### config.mk
export PLATFORM = sky130hd
export DESIGN_NAME = pc_sequencer
export DESIGN_NICKNAME = d
export VERILOG_FILES = /design/src/rtl/pc_sequencer.sv
export SDC_FILE = /design/constraint.sdc
export NUM_CORES = 1
export LEC_CHECK = 0
export ABC_AREA = 1
export CORE_MARGIN = 3
export CORE_UTILIZATION = 50
export DETAILED_ROUTE_END_ITERATION = 6
export PLACE_DENSITY = 0.85
export SETUP_SLACK_MARGIN = 0.3
export SKIP_LAST_GASP = 1
export SLEW_MARGIN = 5
export SYNTH_ARGS = -nofsm -noshare
export SYNTH_HDL_FRONTEND = slang
export SYNTH_SLANG_ARGS = --single-unit
export TNS_END_PERCENT = 5
### constraint.sdc
create_clock -name CLK -period 3.1 [get_ports CLK]
set_input_delay 0.62 -clock CLK [delete_from_list [all_inputs] [get_ports CLK]]
set_output_delay 0.62 -clock CLK [all_outputs]
set_load 0.01 [all_outputs]
### src/rtl/pc_sequencer.sv
// Multi-cycle control sequencer: steps IF/ID/EXE/MEM/WB, computes the next PC
// and the PC/IR write enables, and counts retired instructions.
module pc_sequencer (
    input  logic        CLK,
    input  logic        RST,
    input  logic [31:0] PCCur,
    input  logic [31:0] Instr,
    input  logic        Zero,
    input  logic [31:0] RegA,
    output logic [31:0] PCNext,
    output logic        PCWE,
    output logic        IRWE,
    output logic [2:0]  State,
    output logic        Halted,
    output logic [31:0] InstrCount
);
    typedef enum logic [2:0] {
        S_IF   = 3'd0,
        S_ID   = 3'd1,
        S_EXE  = 3'd2,
        S_MEM  = 3'd3,
        S_WB   = 3'd4,
        S_HALT = 3'd5
    } state_t;

    localparam logic [5:0] OP_RTYPE = 6'b000000;
    localparam logic [5:0] OP_J     = 6'b000010;
    localparam logic [5:0] OP_JAL   = 6'b000011;
    localparam logic [5:0] OP_BEQ   = 6'b000100;
    localparam logic [5:0] OP_BNE   = 6'b000101;
    localparam logic [5:0] OP_LW    = 6'b100011;
    localparam logic [5:0] OP_SW    = 6'b101011;
    localparam logic [5:0] OP_HALT  = 6'b111111;
    localparam logic [5:0] FN_JR    = 6'b001000;

    state_t      state_q, state_d;
    logic [31:0] pc4_q, cnt_q;
    logic [31:0] pc_inc, j_tgt, br_tgt;
    logic [5:0]  op, funct;

    assign op     = Instr[31:26];
    assign funct  = Instr[5:0];
    assign pc_inc = PCCur + 32'd4;
    assign j_tgt  = {pc4_q[31:28], Instr[25:0], 2'b00};
    assign br_tgt = pc4_q + {{14{Instr[15]}}, Instr[15:0], 2'b00};

    always_comb begin
        state_d = S_IF;
        PCWE    = 1'b0;
        IRWE    = 1'b0;
        PCNext  = pc4_q;
        case (state_q)
            S_IF: begin
                IRWE    = 1'b1;
                PCWE    = 1'b1;
                PCNext  = pc_inc;
                state_d = S_ID;
            end
            S_ID: begin
                case (op)
                    OP_J: begin
                        PCWE    = 1'b1;
                        PCNext  = j_tgt;
                        state_d = S_IF;
                    end
                    OP_JAL: begin
                        PCWE    = 1'b1;
                        PCNext  = j_tgt;
                        state_d = S_WB;
                    end
                    OP_RTYPE: begin
                        if (funct == FN_JR) begin
                            PCWE    = 1'b1;
                            PCNext  = RegA;
                            state_d = S_IF;
                        end else begin
                            state_d = S_EXE;
                        end
                    end
                    OP_LW, OP_SW, OP_BEQ, OP_BNE: state_d = S_EXE;
                    OP_HALT: state_d = S_HALT;
                    default: state_d = S_IF;
                endcase
            end
            S_EXE: begin
                case (op)
                    // Both branch flavours return to IF; only the taken one writes the PC.
                    OP_BEQ: begin
                        PCWE    = Zero;
                        PCNext  = Zero ? br_tgt : pc4_q;
                        state_d = S_IF;
                    end
                    OP_BNE: begin
                        PCWE    = !Zero;
                        PCNext  = Zero ? pc4_q : br_tgt;
                        state_d = S_IF;
                    end
                    OP_RTYPE:     state_d = S_WB;
                    OP_LW, OP_SW: state_d = S_MEM;
                    default:      state_d = S_IF;
                endcase
            end
            S_MEM:   state_d = (op == OP_LW) ? S_WB : S_IF;
            S_WB:    state_d = S_IF;
            S_HALT:  state_d = S_HALT;
            default: state_d = S_IF;
        endcase
        if (RST) begin
            PCWE = 1'b0;
            IRWE = 1'b0;
        end
    end

    always_ff @(posedge CLK) begin
        if (RST) begin
            state_q <= S_IF;
            pc4_q   <= 32'd0;
            cnt_q   <= 32'd0;
        end else begin
            state_q <= state_d;
            if (state_q == S_IF)
                pc4_q <= pc_inc;
            // An instruction retires when control returns to fetch.
            if (state_d == S_IF && state_q != S_IF)
                cnt_q <= cnt_q + 32'd1;
        end
    end

    assign State      = state_q;
    assign Halted     = (state_q == S_HALT);
    assign InstrCount = cnt_q;
endmodule

==> results of run 1 <==
## worst max path at each step
stage / end / cells after the start
floorplan: PCNext[18] / 13
global placement: PCNext[26] / 13
detailed placement: PCNext[26] / 13
CTS: PCNext[16] / 13
global route: PCNext[16] / 13
finish: PCNext[16] / 14
## through the flow
step / TNS, ns / cells
after floorplan: 0 / 1439
after global placement: -17.98 / 1930
after detailed placement: -18.54 / 1930
after CTS: 0 / 1965
after global routing: 0 / 1980
final: 0 / 1980
## per-layer routing
metal  up-vias  GRT usage (%)  wire length, µm
met5         -              0                0
met4         0           16.8             1850
met3       150           7.53             3180
met1      5009           47.8            13500
met2       648           67.1            16200
li1       5264              -                -
## sequential cells by signal (all words and copies together) (netlist names)
name and flops:
InstrCount 32, State 3, pc4_q 32
## what timing repair did
item	CTS	global route
buffers inserted	18	15
pin swaps	70	48
setup endpoints to repair	33	33
gates cloned	1	0
resized for setup	384	95
## power groups by stage
stage	combinational (mW)	clock [mW]	sequential, mW
final	1.45	1.07	0.953
after global routing	1.55	1.09	0.955
after CTS	1.32	1.06	0.948
after detailed placement	1.20	0	0.956
after global placement	1.18	0	0.955
after floorplan	0.570	0	0.944
## final cells by class
class | count | area, µm²
Fill cell | 1029 | 2530
Multi-Input combinational cell | 1161 | 6490
Sequential cell | 67 | 1340
Clock inverter | 6 | 65.1
Timing Repair Buffer | 376 | 3190
Clock buffer | 10 | 239
Tap cell | 184 | 230
Inverter | 176 | 671
## synthesized netlist by cell type (6+ instances only)
master	count	area share, %
nand3_1	129	8.4
nand3b_1	14	1.4
inv_2	13	0.64
nor2_1	164	8.0
xor2_1	16	1.8
buf_2	8	0.52
inv_1	163	8.0
nand2_1	572	28
or2_2	9	0.73
buf_4	7	0.69
o21ai_0	24	1.6
nor3_1	17	1.1
xnor2_1	6	0.69
a21oi_1	108	7.1
ha_1	31	5.1
clkbuf_1	14	0.69
nand4_1	19	1.6
dfxtp_1	67	18
## cell usage in the layout (no fill, tap or decap), types with 9 or more instances in the layout
| cell type | count |
|---|---|
| clkbuf_16 | 9 |
| or2_2 | 9 |
| nand4_1 | 19 |
| nor2_1 | 121 |
| nand2_4 | 14 |
| dlygate4sd2_1 | 27 |
| a21oi_2 | 11 |
| clkdlybuf4s50_1 | 84 |
| buf_6 | 13 |
| nor2_2 | 35 |
| nand2_1 | 503 |
| xor2_1 | 15 |
| nand3_2 | 27 |
| inv_2 | 20 |
| ha_4 | 25 |
| nand2_2 | 61 |
| clkbuf_2 | 9 |
| o21ai_0 | 20 |
| dfxtp_1 | 66 |
| nor2_4 | 15 |
| nand3_1 | 101 |
| inv_1 | 152 |
| a21oi_1 | 96 |
| nor3_1 | 10 |
| buf_2 | 31 |
| buf_4 | 189 |
| nand3b_1 | 14 |
## critical path, cell delays in order
cell	delay, ns
buf_6	0.10
ha_4	0.15
fa_2	0.37
nand3_2	0.10
nand3_4	0.13
nand2_4	0.09
nand2_2	0.07
nand2_2	0.08
nand2_4	0.07
buf_4	0.14
a21oi_2	0.17
o21ai_2	0.07
nand3_1	0.11
buf_2	0.14
## logic make-up after synthesis
logic type | share of synthesized area (%)
flops | 17.5
fa+ha+maj | 5.32
xor+xnor | 2.52
simple gates | 52.3
compound gates | 11.2
buf+inv | 11.2
==> flow_summary.json, run 1 <==
{
  "port_buffers": 168,
  "startpoint": "Instr[0]",
  "drc": 0,
  "r2r-end": "InstrCount[28]",
  "fin_area_um2": 12200,
  "yosysWarnings": 0,
  "numClockSinks": 67,
  "ant_nets": 0,
  "cts-root-buf": "clkbuf_16",
  "placed_cell_area_um2": 10800,
  "pwr-share-comb_pct": 41.8,
  "holdWs_ns": 0.462,
  "post-route-util_pct": 82.9,
  "cp-end-kind": "output port",
  "dr.first_iter.drc_count": 1084,
  "fin_crit_ns": 3.05,
  "synth_nets": 1570,
  "grt_max_degree": 46,
  "synth_edf_count": 0,
  "initial_core_util_pct": 51.9,
  "diodes": 0,
  "clkPwrFrac_pct": 30.7,
  "p_int_mw": 2.19,
  "setup_viol_count_final": 0,
  "cts_tree": "done",
  "netSwitchingPower_mw": 1.28,
  "path_max_fanout": 4,
  "avgSynthCellArea_um2": 5.32,
  "drv_cap": 0,
  "cts_inserted_buffers": 9,
  "finalHoldViolCount": 0,
  "syn_inst": 1439,
  "worstHoldStart": "pc4_q[1]",
  "switching_share_pct": 37.0,
  "path_class": "in2out",
  "num_io_pins": 169,
  "ir_worst_vdd_v": 0.000276,
  "synth.ff_latch_count": 67,
  "drive_gt1_share_pct": 29.0,
  "reg2reg_from": "InstrCount[0]",
  "dp_hpwl_um": 25300,
  "p_total_mw": 3.47,
  "hold_depth": 2,
  "p_seq_share_pct": 27.5,
  "path_clk_slew_ns": 0.05,
  "layout_setup_ws_ns": 0.0523,
  "area_delta_synth_final_pct": 59.6,
  "row_count": 44,
  "p_leak_nw": 5.82,
  "antenna_found_initial": 0,
  "yosys_most_used_dff": "dfxtp_1",
  "hold_end": "pc4_q[1]",
  "chipWidth_um": 130,
  "grt_use_total_pct": 39.1,
  "tightest_slew_ns": 0.778,
  "worstPathRequired_ns": 2.48,
  "clk_path_buf_depth": 2,
  "drt_wl_total_um": 34700,
  "hp-class": "reg2reg",
  "fp.dieArea_um2": 16800,
  "status": "complete, no violations",
  "cellPowerDensity_nw_per_um2": 284,
  "critical_path.startpoint_type": "input port",
  "relSlewSlack_pct": 47.6,
  "crit_arrival_ns": 2.43,
  "yosysSeqAreaShare_pct": 17.5,
  "post-route-period-util_pct": 98.3,
  "grt_overflow": 0,
  "rsz0062_at_grt": "true",
  "dp_worst_setup_slack_ns": -0.749,
  "fin_nets": 1922,
  "yosysUniqueCellTypes": 40,
  "r2r_cells": 9,
  "skew_ns": 0.00994,
  "r2r_setup_slack_ns": 0.99,
  "syn_area_um2": 7660,
  "routedWlPerCell_um": 17.5,
  "grt_pass1_wl_um": 51900,
  "synth-async-reset-ratio_pct": 0,
  "viasPerCell": 5.59,
  "gp_congestion": 0.990,
  "vias": 11100,
  "die_h_um": 130,
  "coreArea_um2": 14800,
  "finalMaxSlewViolations": 0,
  "cts_hold_buf": 0,
  "drtPass1Iterations": 6,
  "htreeDepth": 3,
  "clock_latency_ns": 0.35,
  "fmax_mhz": 328,
  "grt_pass1_vias": 10300
}
Power figures use the tool's default switching activity.
==> run 2, diff against run 1 <==
- CTS_CLUSTER_SIZE: default -> 16
==> results of run 2 <==
The final DEF is identical to that of run 1; final timing and power are the same.
==> run 3, diff against run 2 <==
- GPL_TIMING_DRIVEN: default -> 0
- TNS_END_PERCENT: 5 -> 20
==> run 3 against run 2 <==
Largest cell class unchanged. Maximum frequency rose by 0.17%. Hold slack better by 0.0067 ns. Total power down 4.7%.
==> flow_summary.json, run 3 (same netlist as run 1, synthesis figures left out) <==
{
  "status": "complete, no violations",
  "coreArea_um2": 14800,
  "ant_nets": 0,
  "setup_viol_count_final": 0,
  "critical_path.startpoint_type": "input port",
  "cts_tree": "done",
  "tightest_slew_ns": 0.796,
  "drt_wl_total_um": 36100,
  "drtPass1Iterations": 7,
  "skew_ns": 0.00570,
  "vias": 11100,
  "fin_crit_ns": 3.04,
  "gp_congestion": 0.993,
  "grt-busiest-layer": "met2",
  "critPathSlowestCell": "dlygate4sd2_1",
  "diodes": 0,
  "routedWlPerCell_um": 19.3,
  "cp_top_family": "simple AND/OR/NAND/NOR gates",
  "clk_path_buf_depth": 2,
  "post-route-util_pct": 77.0,
  "cellPowerDensity_nw_per_um2": 291,
  "p_total_mw": 3.31,
  "dp_hpwl_um": 24400,
  "grt_max_degree": 17,
  "cp_num_buf_inv": 2,
  "grt_pass1_vias": 10100,
  "cts_hold_buf": 0,
  "drc": 0,
  "drive_gt1_share_pct": 22.4,
  "worstPathRequired_ns": 2.48,
  "fp.dieArea_um2": 16800,
  "viasPerCell": 5.94,
  "grt_overflow": 0,
  "finalMaxSlewViolations": 0,
  "use_met3_pct": 8.80,
  "ir_worst_vdd_v": 0.000266,
  "cpPeakStageDelay_ns": 0.34,
  "post-route-period-util_pct": 98.1,
  "r2r_cells": 10,
  "fin_nets": 1815,
  "path_max_fanout": 5,
  "relSlewSlack_pct": 46.9,
  "r2r-end": "InstrCount[28]",
  "path_clk_slew_ns": 0.05,
  "initial_core_util_pct": 51.9,
  "fin_setup_tns_ns": 0,
  "clock_latency_ns": 0.35,
  "port_buffers": 167,
  "worstHoldStart": "pc4_q[1]",
  "finalHoldViolCount": 0,
  "met2_usage_pct": 64.8,
  "numClockSinks": 67,
  "antenna_found_initial": 1,
  "htreeDepth": 3,
  "cp-end-kind": "output port",
  "use_met1_pct": 45.5,
  "area_delta_synth_final_pct": 48.3,
  "fillerInstances": 1139,
  "row_count": 44,
  "dr.first_iter.drc_count": 1442,
  "r2r_setup_slack_ns": 0.96,
  "chipWidth_um": 130,
  "fmax_mhz": 329,
  "layout_common_cells": "nand2_1 (521), inv_1 (156), nor2_1 (121)",
  "rsz0062_at_grt": "true",
  "p_leak_nw": 5.22,
  "crit_arrival_ns": 2.42,
  "hold_depth": 2,
  "hp-class": "reg2reg",
  "die_h_um": 130,
  "path_cells": "dlygate4sd2_1, nand2_1, nor2_2, nand2_1, nor2_1, or2_2, nand3_1, nand3_1, nor2_1, nor2_2, buf_2",
  "cts-root-buf": "clkbuf_16",
  "path_class": "in2out",
  "grt_use_total_pct": 38.9,
  "reg2reg_from": "InstrCount[0]",
  "cts_inserted_buffers": 9,
  "drv_cap": 0,
  "final_common_cell": "nand2_1",
  "num_io_pins": 169,
  "grt_pass1_wl_um": 51500,
  "hold_end": "pc4_q[1]"
}
[run 3: cell count changes in the layout (fill, tap and decap cells not counted), moves of 5 or more]
cell	before	now
nand2_2	61	40
nand3_1	101	106
nand2_1	503	521
buf_4	189	63
nor2_2	35	23
dfxtp_2	1	7
nand3_2	27	18
clkbuf_1	0	13
dfxtp_1	66	60
nor2_4	15	27
buf_8	0	6
[run 3: final cells by class]
| type | count | area, µm² | share of cell area, % |
|---|---|---|---|
| buffer | 35 | 259 | 2.28 |
| clock buffer | 11 | 233 | 2.05 |
| clock inverter | 4 | 51.3 | 0.452 |
| inverter | 176 | 668 | 5.88 |
| multi-input combinational | 1161 | 6490 | 57.1 |
| sequential | 67 | 1350 | 11.9 |
| tap | 184 | 230 | 2.03 |
| timing repair buffer | 233 | 2070 | 18.2 |
| timing repair inverter | 1 | 7.51 | 0.0661 |
[run 3: worst min-delay path, stage by stage, from the launching register on]
cell,delay [ns]
dfxtp_1,0.30
nand2_1,0.06
a21oi_1,0.06
[run 3: worst max-delay path by stage]
stage / startpoint / end / cells after the start
2_1_floorplan: Instr[0] / PCNext[18] / 13
4_1_cts: Instr[0] / PCNext[18] / 15
3_5_place_dp: Instr[15] / PCNext[21] / 12
6_report: PCCur[14] / PCNext[18] / 11
3_3_place_gp: Instr[15] / PCNext[30] / 12
5_1_grt: PCCur[14] / PCNext[26] / 12
[run 3: stage by stage]
step           worst slack [ns]  cell area (µm²)  std cells  hold WS [ns]
2_1_floorplan             0.378             7660       1439         0.438
3_3_place_gp              -1.15             9560       1790         0.447
3_5_place_dp              -1.11             9560       1790         0.452
4_1_cts                   0.204            11100       1856         0.462
5_1_grt                 -0.0165            11400       1872         0.486
6_report                 0.0574            11400       1872         0.469
[run 3: power breakdown]
part | switching, mW | internal, mW
Clock | 0.408 | 0.620
Combinational | 0.788 | 0.531
Sequential | 0.0617 | 0.898
[run 3: routing by layer]
metal  up-vias  share of wire [%]
li1       5063                  -
met1      4941                 36
met2       834                 45
met3       273                 12
met4         2                7.5
met5         -              0.083
[run 3: timing repair]
item | CTS | global route
hold endpoints to repair | 0 | 0
setup endpoints to repair | 34 | 34
gates resized for setup | 415 | 104
gates cloned | 2 | 1
setup buffers | 49 | 15
pin swaps | 71 | 49
